## src/rtl/mem_port_arbiter.sv

```systemverilog
// Single-port memory arbiter shared by an instruction-fetch port and a
// load/store port. Data accesses win over fetches; each access holds the
// memory command for MEM_LATENCY cycles and pulses the requester's ready
// in the last cycle. Back-to-back accesses chain without an idle cycle.
module mem_port_arbiter #(
  parameter int WORD_SIZE   = 16,
  parameter int MEM_LATENCY = 2
) (
  input  logic                 clk,
  input  logic                 reset_n,
  input  logic                 i_req,
  input  logic [WORD_SIZE-1:0] i_addr,
  output logic [WORD_SIZE-1:0] i_data,
  output logic                 i_ready,
  input  logic                 d_read,
  input  logic                 d_write,
  input  logic [WORD_SIZE-1:0] d_addr,
  input  logic [WORD_SIZE-1:0] d_wdata,
  output logic [WORD_SIZE-1:0] d_rdata,
  output logic                 d_ready,
  output logic                 mem_read,
  output logic                 mem_write,
  output logic [WORD_SIZE-1:0] mem_addr,
  output logic [WORD_SIZE-1:0] mem_wdata,
  input  logic [WORD_SIZE-1:0] mem_rdata,
  output logic [WORD_SIZE-1:0] i_count,
  output logic [WORD_SIZE-1:0] d_count
);

  typedef enum logic [1:0] {IDLE = 2'd0, BUSY_I = 2'd1, BUSY_D = 2'd2} state_t;

  // Counter value loaded on grant; the access ends when it reaches zero.
  localparam logic [3:0] LAT_LOAD = 4'(MEM_LATENCY - 1);

  state_t               state_q, state_d;
  logic [3:0]           cnt_q, cnt_d;
  logic [WORD_SIZE-1:0] addr_q, addr_d;
  logic [WORD_SIZE-1:0] wdata_q, wdata_d;
  logic                 wr_q, wr_d;
  logic [WORD_SIZE-1:0] i_data_q, i_data_d;
  logic [WORD_SIZE-1:0] d_rdata_q, d_rdata_d;
  logic [WORD_SIZE-1:0] i_count_q, i_count_d;
  logic [WORD_SIZE-1:0] d_count_q, d_count_d;

  logic d_pend, busy, last, grant_i, grant_d, i_done, d_done;

  // Arbitration, grant latching and latency countdown.
  always_comb begin
    state_d = state_q;
    cnt_d   = cnt_q;
    addr_d  = addr_q;
    wdata_d = wdata_q;
    wr_d    = wr_q;
    grant_i = 1'b0;
    grant_d = 1'b0;
    d_pend  = d_read | d_write;
    busy    = (state_q != IDLE);
    last    = busy && (cnt_q == 4'd0);
    i_done  = last && (state_q == BUSY_I);
    d_done  = last && (state_q == BUSY_D);

    case (state_q)
      IDLE: begin
        grant_d = d_pend;
        grant_i = !d_pend && i_req;
      end
      BUSY_I: begin
        if (last) begin
          // Fetch just finished: data goes next if it is waiting.
          grant_d = d_pend;
          grant_i = !d_pend && i_req;
          if (!d_pend && !i_req) state_d = IDLE;
        end else begin
          cnt_d = cnt_q - 4'd1;
        end
      end
      BUSY_D: begin
        if (last) begin
          // Data just finished: a waiting fetch gets its turn so it cannot starve.
          grant_i = i_req;
          grant_d = !i_req && d_pend;
          if (!i_req && !d_pend) state_d = IDLE;
        end else begin
          cnt_d = cnt_q - 4'd1;
        end
      end
      default: state_d = IDLE;
    endcase

    if (grant_d) begin
      state_d = BUSY_D;
      addr_d  = d_addr;
      wdata_d = d_wdata;
      wr_d    = d_write;
      cnt_d   = LAT_LOAD;
    end else if (grant_i) begin
      state_d = BUSY_I;
      addr_d  = i_addr;
      wdata_d = '0;
      wr_d    = 1'b0;
      cnt_d   = LAT_LOAD;
    end
  end

  // Completion bookkeeping: capture read data and bump access counters.
  always_comb begin
    i_data_d  = i_data_q;
    d_rdata_d = d_rdata_q;
    i_count_d = i_count_q;
    d_count_d = d_count_q;
    if (i_done) begin
      i_data_d  = mem_rdata;
      i_count_d = i_count_q + WORD_SIZE'(1);
    end
    if (d_done) begin
      d_count_d = d_count_q + WORD_SIZE'(1);
      if (!wr_q) d_rdata_d = mem_rdata;
    end
  end

  // State and data registers; reset aborts any access in flight.
  always_ff @(posedge clk or negedge reset_n) begin
    if (!reset_n) begin
      state_q   <= IDLE;
      cnt_q     <= 4'd0;
      addr_q    <= '0;
      wdata_q   <= '0;
      wr_q      <= 1'b0;
      i_data_q  <= '0;
      d_rdata_q <= '0;
      i_count_q <= '0;
      d_count_q <= '0;
    end else begin
      state_q   <= state_d;
      cnt_q     <= cnt_d;
      addr_q    <= addr_d;
      wdata_q   <= wdata_d;
      wr_q      <= wr_d;
      i_data_q  <= i_data_d;
      d_rdata_q <= d_rdata_d;
      i_count_q <= i_count_d;
      d_count_q <= d_count_d;
    end
  end

  // Memory commands come only from the latched access; quiet when idle.
  assign mem_read  = busy && !wr_q;
  assign mem_write = busy && wr_q;
  assign mem_addr  = busy ? addr_q  : '0;
  assign mem_wdata = busy ? wdata_q : '0;

  // Read data is passed through in the completing cycle, then held.
  assign i_ready = i_done;
  assign d_ready = d_done;
  assign i_data  = i_data_d;
  assign d_rdata = d_rdata_d;
  assign i_count = i_count_q;
  assign d_count = d_count_q;

endmodule

```

## config.mk

```make
export PLATFORM = sky130hd
export DESIGN_NAME = mem_port_arbiter
export DESIGN_NICKNAME = d
export VERILOG_FILES = /design/src/rtl/mem_port_arbiter.sv
export SDC_FILE = /design/constraint.sdc
export NUM_CORES = 1
export LEC_CHECK = 0
export CORE_ASPECT_RATIO = 0.7
export CORE_MARGIN = 2
export CORE_UTILIZATION = 30
export DETAILED_ROUTE_END_ITERATION = 12
export HOLD_SLACK_MARGIN = 0.02
export PLACE_DENSITY = 0.57
export SYNTH_ARGS = -nofsm -noshare
export SYNTH_HDL_FRONTEND = slang
export SYNTH_SLANG_ARGS = --single-unit
```

## constraint.sdc

```tcl
create_clock -name clk -period 4.2 [get_ports clk]
set_clock_uncertainty 0.05 [all_clocks]
set_input_delay 1.05 -clock clk [delete_from_list [all_inputs] [get_ports clk]]
set_output_delay 1.05 -clock clk [all_outputs]
set_load 0.01 [all_outputs]
```

# Yosys cells after proc, flatten, opt, wreduce, memory -nomap -nowiden
# Index checks and enable logic that the tools add are counted.
# classes
n_addsub,3
mux,26
bitwise,1
reduce_logical,19
eq_ne,6
# op_table
operator,n
16-bit 2-to-1 mux,9
16-bit by 1-bit adder with 16-bit output (second input constant),2
4-bit 2-to-1 mux,4
1-bit logical AND,8
2-bit 2-to-1 mux,4
4-bit by 1-bit != test with 1-bit output (second input constant),2
1-bit 2-to-1 mux,6
1-bit case mux with 3 select lines,2
4-bit zero test,1
2-bit case mux with 2 select lines,1
2-bit nonzero test,2
4-bit by 1-bit subtractor with 4-bit output (second input constant),1
1-bit zero test,3
3-bit by 1-bit != test with 1-bit output (second input constant),1
3-bit != test (second input constant),1
3-bit AND reduction,1
3-bit nonzero test,1
2-bit by 1-bit equality test with 1-bit output (second input constant),1
2-bit equality test (second input constant),1
2-bit zero test,1
2-bit AND reduction,1
2-bit OR reduction,1
1-bit OR,1
# totals
word_cells,64
in_bits,69
register_bits,103

# Logic depth before layout (Yosys ltp)
# logic_depth
word_depth,8
ltp_mapped,9

# Least setup slack after synthesis
# Ideal clock, no wire load.
# synth_path
path_type,reg-to-output
startpoint,register cnt_q[0]
endpoint,output d_rdata[10]
arrival_ns,1.870
n_path_buf,1
slack_ns,1.230
path_stages_with_launch,8
path_cell_list,dfrtp_1 > inv_1 > ha_1 > nor3b_4 > nand2_2 > nor2_4 > buf_4 > mux2_2
# synth_between
elab_chain_cells,4
# synth_lines
element,line,rtl
from (decl),36,"logic [3:0] cnt_q, cnt_d;"
from (signal assigned),135,cnt_q <= cnt_d;
4-bit zero test,58,last = busy && (cnt_q == 4'd0);
1-bit logical AND,58,
1-bit logical AND,60,d_done = last && (state_q == BUSY_D);
16-bit 2-to-1 mux,115,if (d_done) begin
to (decl),19,"output logic [WORD_SIZE-1:0] d_rdata,"
# No other way between the ends.

# Worst setup path after layout
# layout_path
startpoint,register cnt_q[0]
endpoint,output d_rdata[1]
# The elaborated chain is that of the path after synthesis.

==> impl_metrics.env <==
export IMPL_tot_pwr_mw=4.59
export IMPL_overflow=0
export IMPL_timing_critical_path_required_ns=3.10
export IMPL_setup_worst_path_class="reg2out"
export IMPL_min_period_ns=3.90
export IMPL_worstSetupEndpointType="primary output"
export IMPL_n_fill_cell=1413
export IMPL_count_of_flip_flops_with_a_built_in_enable_after_synthesis=0
export IMPL_final_setup_tns_ns=0
export IMPL_synth_net_count=489
export IMPL_grt_first_pass_wirelength_microns=20100
export IMPL_clock_pin_slew_of_the_registers_on_the_worst_case_setup_and_hold_paths_ns=0.07
export IMPL_cts_tree="done"
export IMPL_area_taken_by_multi_input_logic_gates_sq_um=2040
export IMPL_yosys_register_bits=103
export IMPL_power_sequential_fraction_pct=32.8
export IMPL_cts_htree_levels=3
export IMPL_status="finished clean"
export IMPL_crit_reg2reg_launch="state_q[1]$_DFFE_PN0P_"
export IMPL_ir_drop_v=0.000317
export IMPL_yosys_area_share_adder_pct=2.11
export IMPL_layout_area_seq_sq_um=2580
export IMPL_placement_rows=38
export IMPL_max_cap_violations=0
export IMPL_synth_top_family_by_area="simple AND/OR/NAND/NOR gates"
export IMPL_grt_antenna_before_repair=0
export IMPL_slew_violations=0
export IMPL_io_buffer_count=168
export IMPL_drt_drc_violations_left=0
export IMPL_setup_viol_count_final=0
export IMPL_synthToLayoutAreaGrowth_pct=46.8
export IMPL_power_net_switching_mw=1.54
export IMPL_tightestPinTransition_ns=0.791
export IMPL_drt_wirelength_per_cell_microns=16.1
export IMPL_grtUsageTotal_pct=15.4
export IMPL_chipWidth_microns=154
export IMPL_yosysSeqAreaShare_pct=54.3
export IMPL_grt_setup_unrepaired="false"
export IMPL_cts_made_buffers=9
export IMPL_synth_area_per_cell_sq_um=11.5
export IMPL_p_leak_nw=2.99
export IMPL_synth_cell_type_count=46
export IMPL_sw_frac_of_total_pct=33.5
export IMPL_synth_async_reset_ratio_pct=100
export IMPL_synth_compound_gate_area_share_pct=5.46
export IMPL_clockRootBuffer="sky130_fd_sc_hd__clkbuf_16"
export IMPL_core_ar_sq_um=15500
export IMPL_start_kind="flip-flop"
export IMPL_finalHoldViolations=0
export IMPL_ant_nets=0
export IMPL_critPathArrivalTime_ns=2.80
export IMPL_post_synth_and_or_nand_nor_area_fraction_pct=17.8
export IMPL_postCtsHoldBufs=0
export IMPL_drtPass1Iterations=7
export IMPL_detail_route_wirelength_microns=12700
export IMPL_top_level_ports=169
export IMPL_power_combinational_fraction_pct=48.3
export IMPL_vias=3649
export IMPL_clk_latency_ns=0.35
export IMPL_hp_start="d_count[15]$_DFFE_PN0P_"
export IMPL_synth_ff_type="sky130_fd_sc_hd__dfrtp_1"
export IMPL_netlist_instances=412
export IMPL_ctsLongestPathBuffers=2
export IMPL_avgViaCountPerCell=4.64
export IMPL_clock_sink_count=103
export IMPL_dp_hpwl_microns=9330
export IMPL_clock_fmax_ghz=0.257
export IMPL_finish_net_count=658
export IMPL_synthXorXnorAreaFrac_pct=5.91
export IMPL_syn_area_sq_um=4750
export IMPL_critPathMaxFanout=16
export IMPL_place_congestion=0.756
export IMPL_ratio_of_final_minimum_period_to_clock_period_pct=92.8
export IMPL_effective_utilization_at_floorplan_pct=30.6
export IMPL_fin_worst_hold_slack_ns=0.427
export IMPL_maximum_number_of_pins_on_one_net_before_global_route_repair=59
export IMPL_yosys_warnings=0
export IMPL_worstSetupStartpoint="cnt_q[0]$_DFFE_PN0P_"
export IMPL_layout_drive_gt1_share_pct=14.2
export IMPL_worst_hold_path_type="reg2reg"
export IMPL_antenna_diode_count=0
export IMPL_power_per_cell_area_nw_per_um2=658
export IMPL_max_slew_margin_pct=47.3
export IMPL_floorplan_die_area_sq_um=16900
export IMPL_die_h_microns=109
export IMPL_first_global_vias=3813
export IMPL_drt_initial_drc_count=204
export IMPL_internal_power_mw=3.05
export IMPL_multiplexer_fraction_of_the_synthesized_cell_area_pct=11.6
export IMPL_clockPowerShare_pct=18.9
==> cell type report <==
class / count / area share [%]
clock buffers: 10 / 3.43
clock inverters: 6 / 0.987
inverters: 11 / 0.646
multi-input cells: 281 / 29.3
flip-flops and latches: 103 / 37.0
well taps: 200 / 3.59
repair buffers: 175 / 25.0
==> cells in the final DEF (no fill, tap or decap), types with 2 or more instances in the layout <==
| cell | count |
|---|---|
| sky130_fd_sc_hd__nand4b_1 | 2 |
| sky130_fd_sc_hd__nand2_1 | 65 |
| sky130_fd_sc_hd__clkbuf_16 | 9 |
| sky130_fd_sc_hd__clkinvlp_4 | 2 |
| sky130_fd_sc_hd__nand2_2 | 2 |
| sky130_fd_sc_hd__nor2_1 | 10 |
| sky130_fd_sc_hd__inv_1 | 10 |
| sky130_fd_sc_hd__a22o_1 | 16 |
| sky130_fd_sc_hd__a32o_1 | 2 |
| sky130_fd_sc_hd__nor4_1 | 3 |
| sky130_fd_sc_hd__or2_2 | 2 |
| sky130_fd_sc_hd__nor2b_1 | 38 |
| sky130_fd_sc_hd__mux2_1 | 3 |
| sky130_fd_sc_hd__nor3_1 | 6 |
| sky130_fd_sc_hd__ha_1 | 7 |
| sky130_fd_sc_hd__buf_4 | 7 |
| sky130_fd_sc_hd__nand4_1 | 7 |
| sky130_fd_sc_hd__and3_1 | 3 |
| sky130_fd_sc_hd__o21ai_0 | 3 |
| sky130_fd_sc_hd__o21a_1 | 2 |
| sky130_fd_sc_hd__xnor2_1 | 18 |
| sky130_fd_sc_hd__clkdlybuf4s50_1 | 167 |
| sky130_fd_sc_hd__dfrtp_1 | 103 |
| sky130_fd_sc_hd__nand3_1 | 11 |
| sky130_fd_sc_hd__clkinv_4 | 2 |
| sky130_fd_sc_hd__xor2_1 | 14 |
| sky130_fd_sc_hd__mux2_2 | 46 |
==> worst max-delay path, stage by stage (launching register included) <==
cell	delay [ns]
sky130_fd_sc_hd__dfrtp_1	0.40
sky130_fd_sc_hd__inv_1	0.07
sky130_fd_sc_hd__ha_1	0.23
sky130_fd_sc_hd__nor3b_4	0.26
sky130_fd_sc_hd__buf_4	0.19
sky130_fd_sc_hd__nand2_2	0.10
sky130_fd_sc_hd__nor2_4	0.16
sky130_fd_sc_hd__buf_12	0.16
sky130_fd_sc_hd__mux2_2	0.35
sky130_fd_sc_hd__clkdlybuf4s50_1	0.53
==> cells in the mapped netlist, types with 7 or more instances <==
master	n	area [sq um]
sky130_fd_sc_hd__xnor2_1	18	158
sky130_fd_sc_hd__nand4_1	7	43.8
sky130_fd_sc_hd__mux2_2	46	518
sky130_fd_sc_hd__xor2_1	14	123
sky130_fd_sc_hd__nor2_1	10	37.5
sky130_fd_sc_hd__clkbuf_1	8	30.0
sky130_fd_sc_hd__inv_1	11	41.3
sky130_fd_sc_hd__a22o_1	16	140
sky130_fd_sc_hd__nor2b_1	38	238
sky130_fd_sc_hd__nand2_1	65	244
sky130_fd_sc_hd__nand3_1	11	55.1
sky130_fd_sc_hd__dfrtp_1	103	2580
sky130_fd_sc_hd__ha_1	8	100
==> registers in the layout, summed over array words and instances (netlist names) <==
register	count
d_rdata_q	16
wr_q	1
addr_q	16
d_count	16
wdata_q	16
state_q	2
i_data_q	16
cnt_q	4
i_count	16
==> power by group through the flow <==
stage	Combinational [mW]	Clock, mW	Sequential, mW
6_report	2.21	0.868	1.50
5_1_grt	2.40	0.943	1.55
4_1_cts	2.25	0.907	1.51
3_5_place_dp	2.24	0	1.52
3_3_place_gp	2.22	0	1.51
2_1_floorplan	1.23	0	1.48
==> kinds of logic (layout without fill, tap and decap cells) <==
kind of cell	count (synthesis)	count (layout)
AO/OA/AOI/OAI	32	32
XOR/XNOR	32	32
adder cells (fa/ha/maj)	8	8
buffers and inverters	28	202
flip-flops	103	103
multiplexers	49	49
AND/OR/NAND/NOR	160	160
==> path summary, 6_finish.rpt <==
check / depth (start not counted) / endpoint / slack, ns
min in group asynchronous: 1 / wdata_q[14]$_DFFE_PN0P_ / 0.70
max in group asynchronous: 2 / wdata_q[8]$_DFFE_PN0P_ / 2.55
worst min-delay path: 1 / d_count[15]$_DFFE_PN0P_ / 0.43
worst max-delay path: 9 / d_rdata[1] / 0.30
worst min register to register: 1 / d_count[15]$_DFFE_PN0P_ / 0.43
worst max register to register: 8 / cnt_q[2]$_DFFE_PN0P_ / 1.41
==> metal layers <==
layer | vias up | wire [microns] | global-route usage [%]
li1 | 1740 | - | -
met1 | 1781 | 5860 | 20.4
met2 | 118 | 5650 | 23.9
met3 | 10 | 1010 | 6.00
met4 | 0 | 137 | 3.90
met5 | - | 0 | 0
==> per-stage QoR <==
stage                     cells  instance area [sq um]  setup slack [ns]  utilization [%]
after floorplan             412                   4750              1.23                -
after global placement      769                   6640             0.526             42.8
after detailed placement    769                   6640             0.480             42.8
after CTS                   785                   6950            0.0889             44.8
after global routing        786                   6970             0.137             45.0
final                       786                   6970             0.302             45.0
==> timing repair <==
item | 4_1_cts | 5_1_grt
setup endpoints to repair | 0 | 32
gates resized for setup | 0 | 1
hold endpoints to repair | 0 | 0
buffers inserted | 0 | 1
No activity file was read; power rests on OpenSTA's default activity.
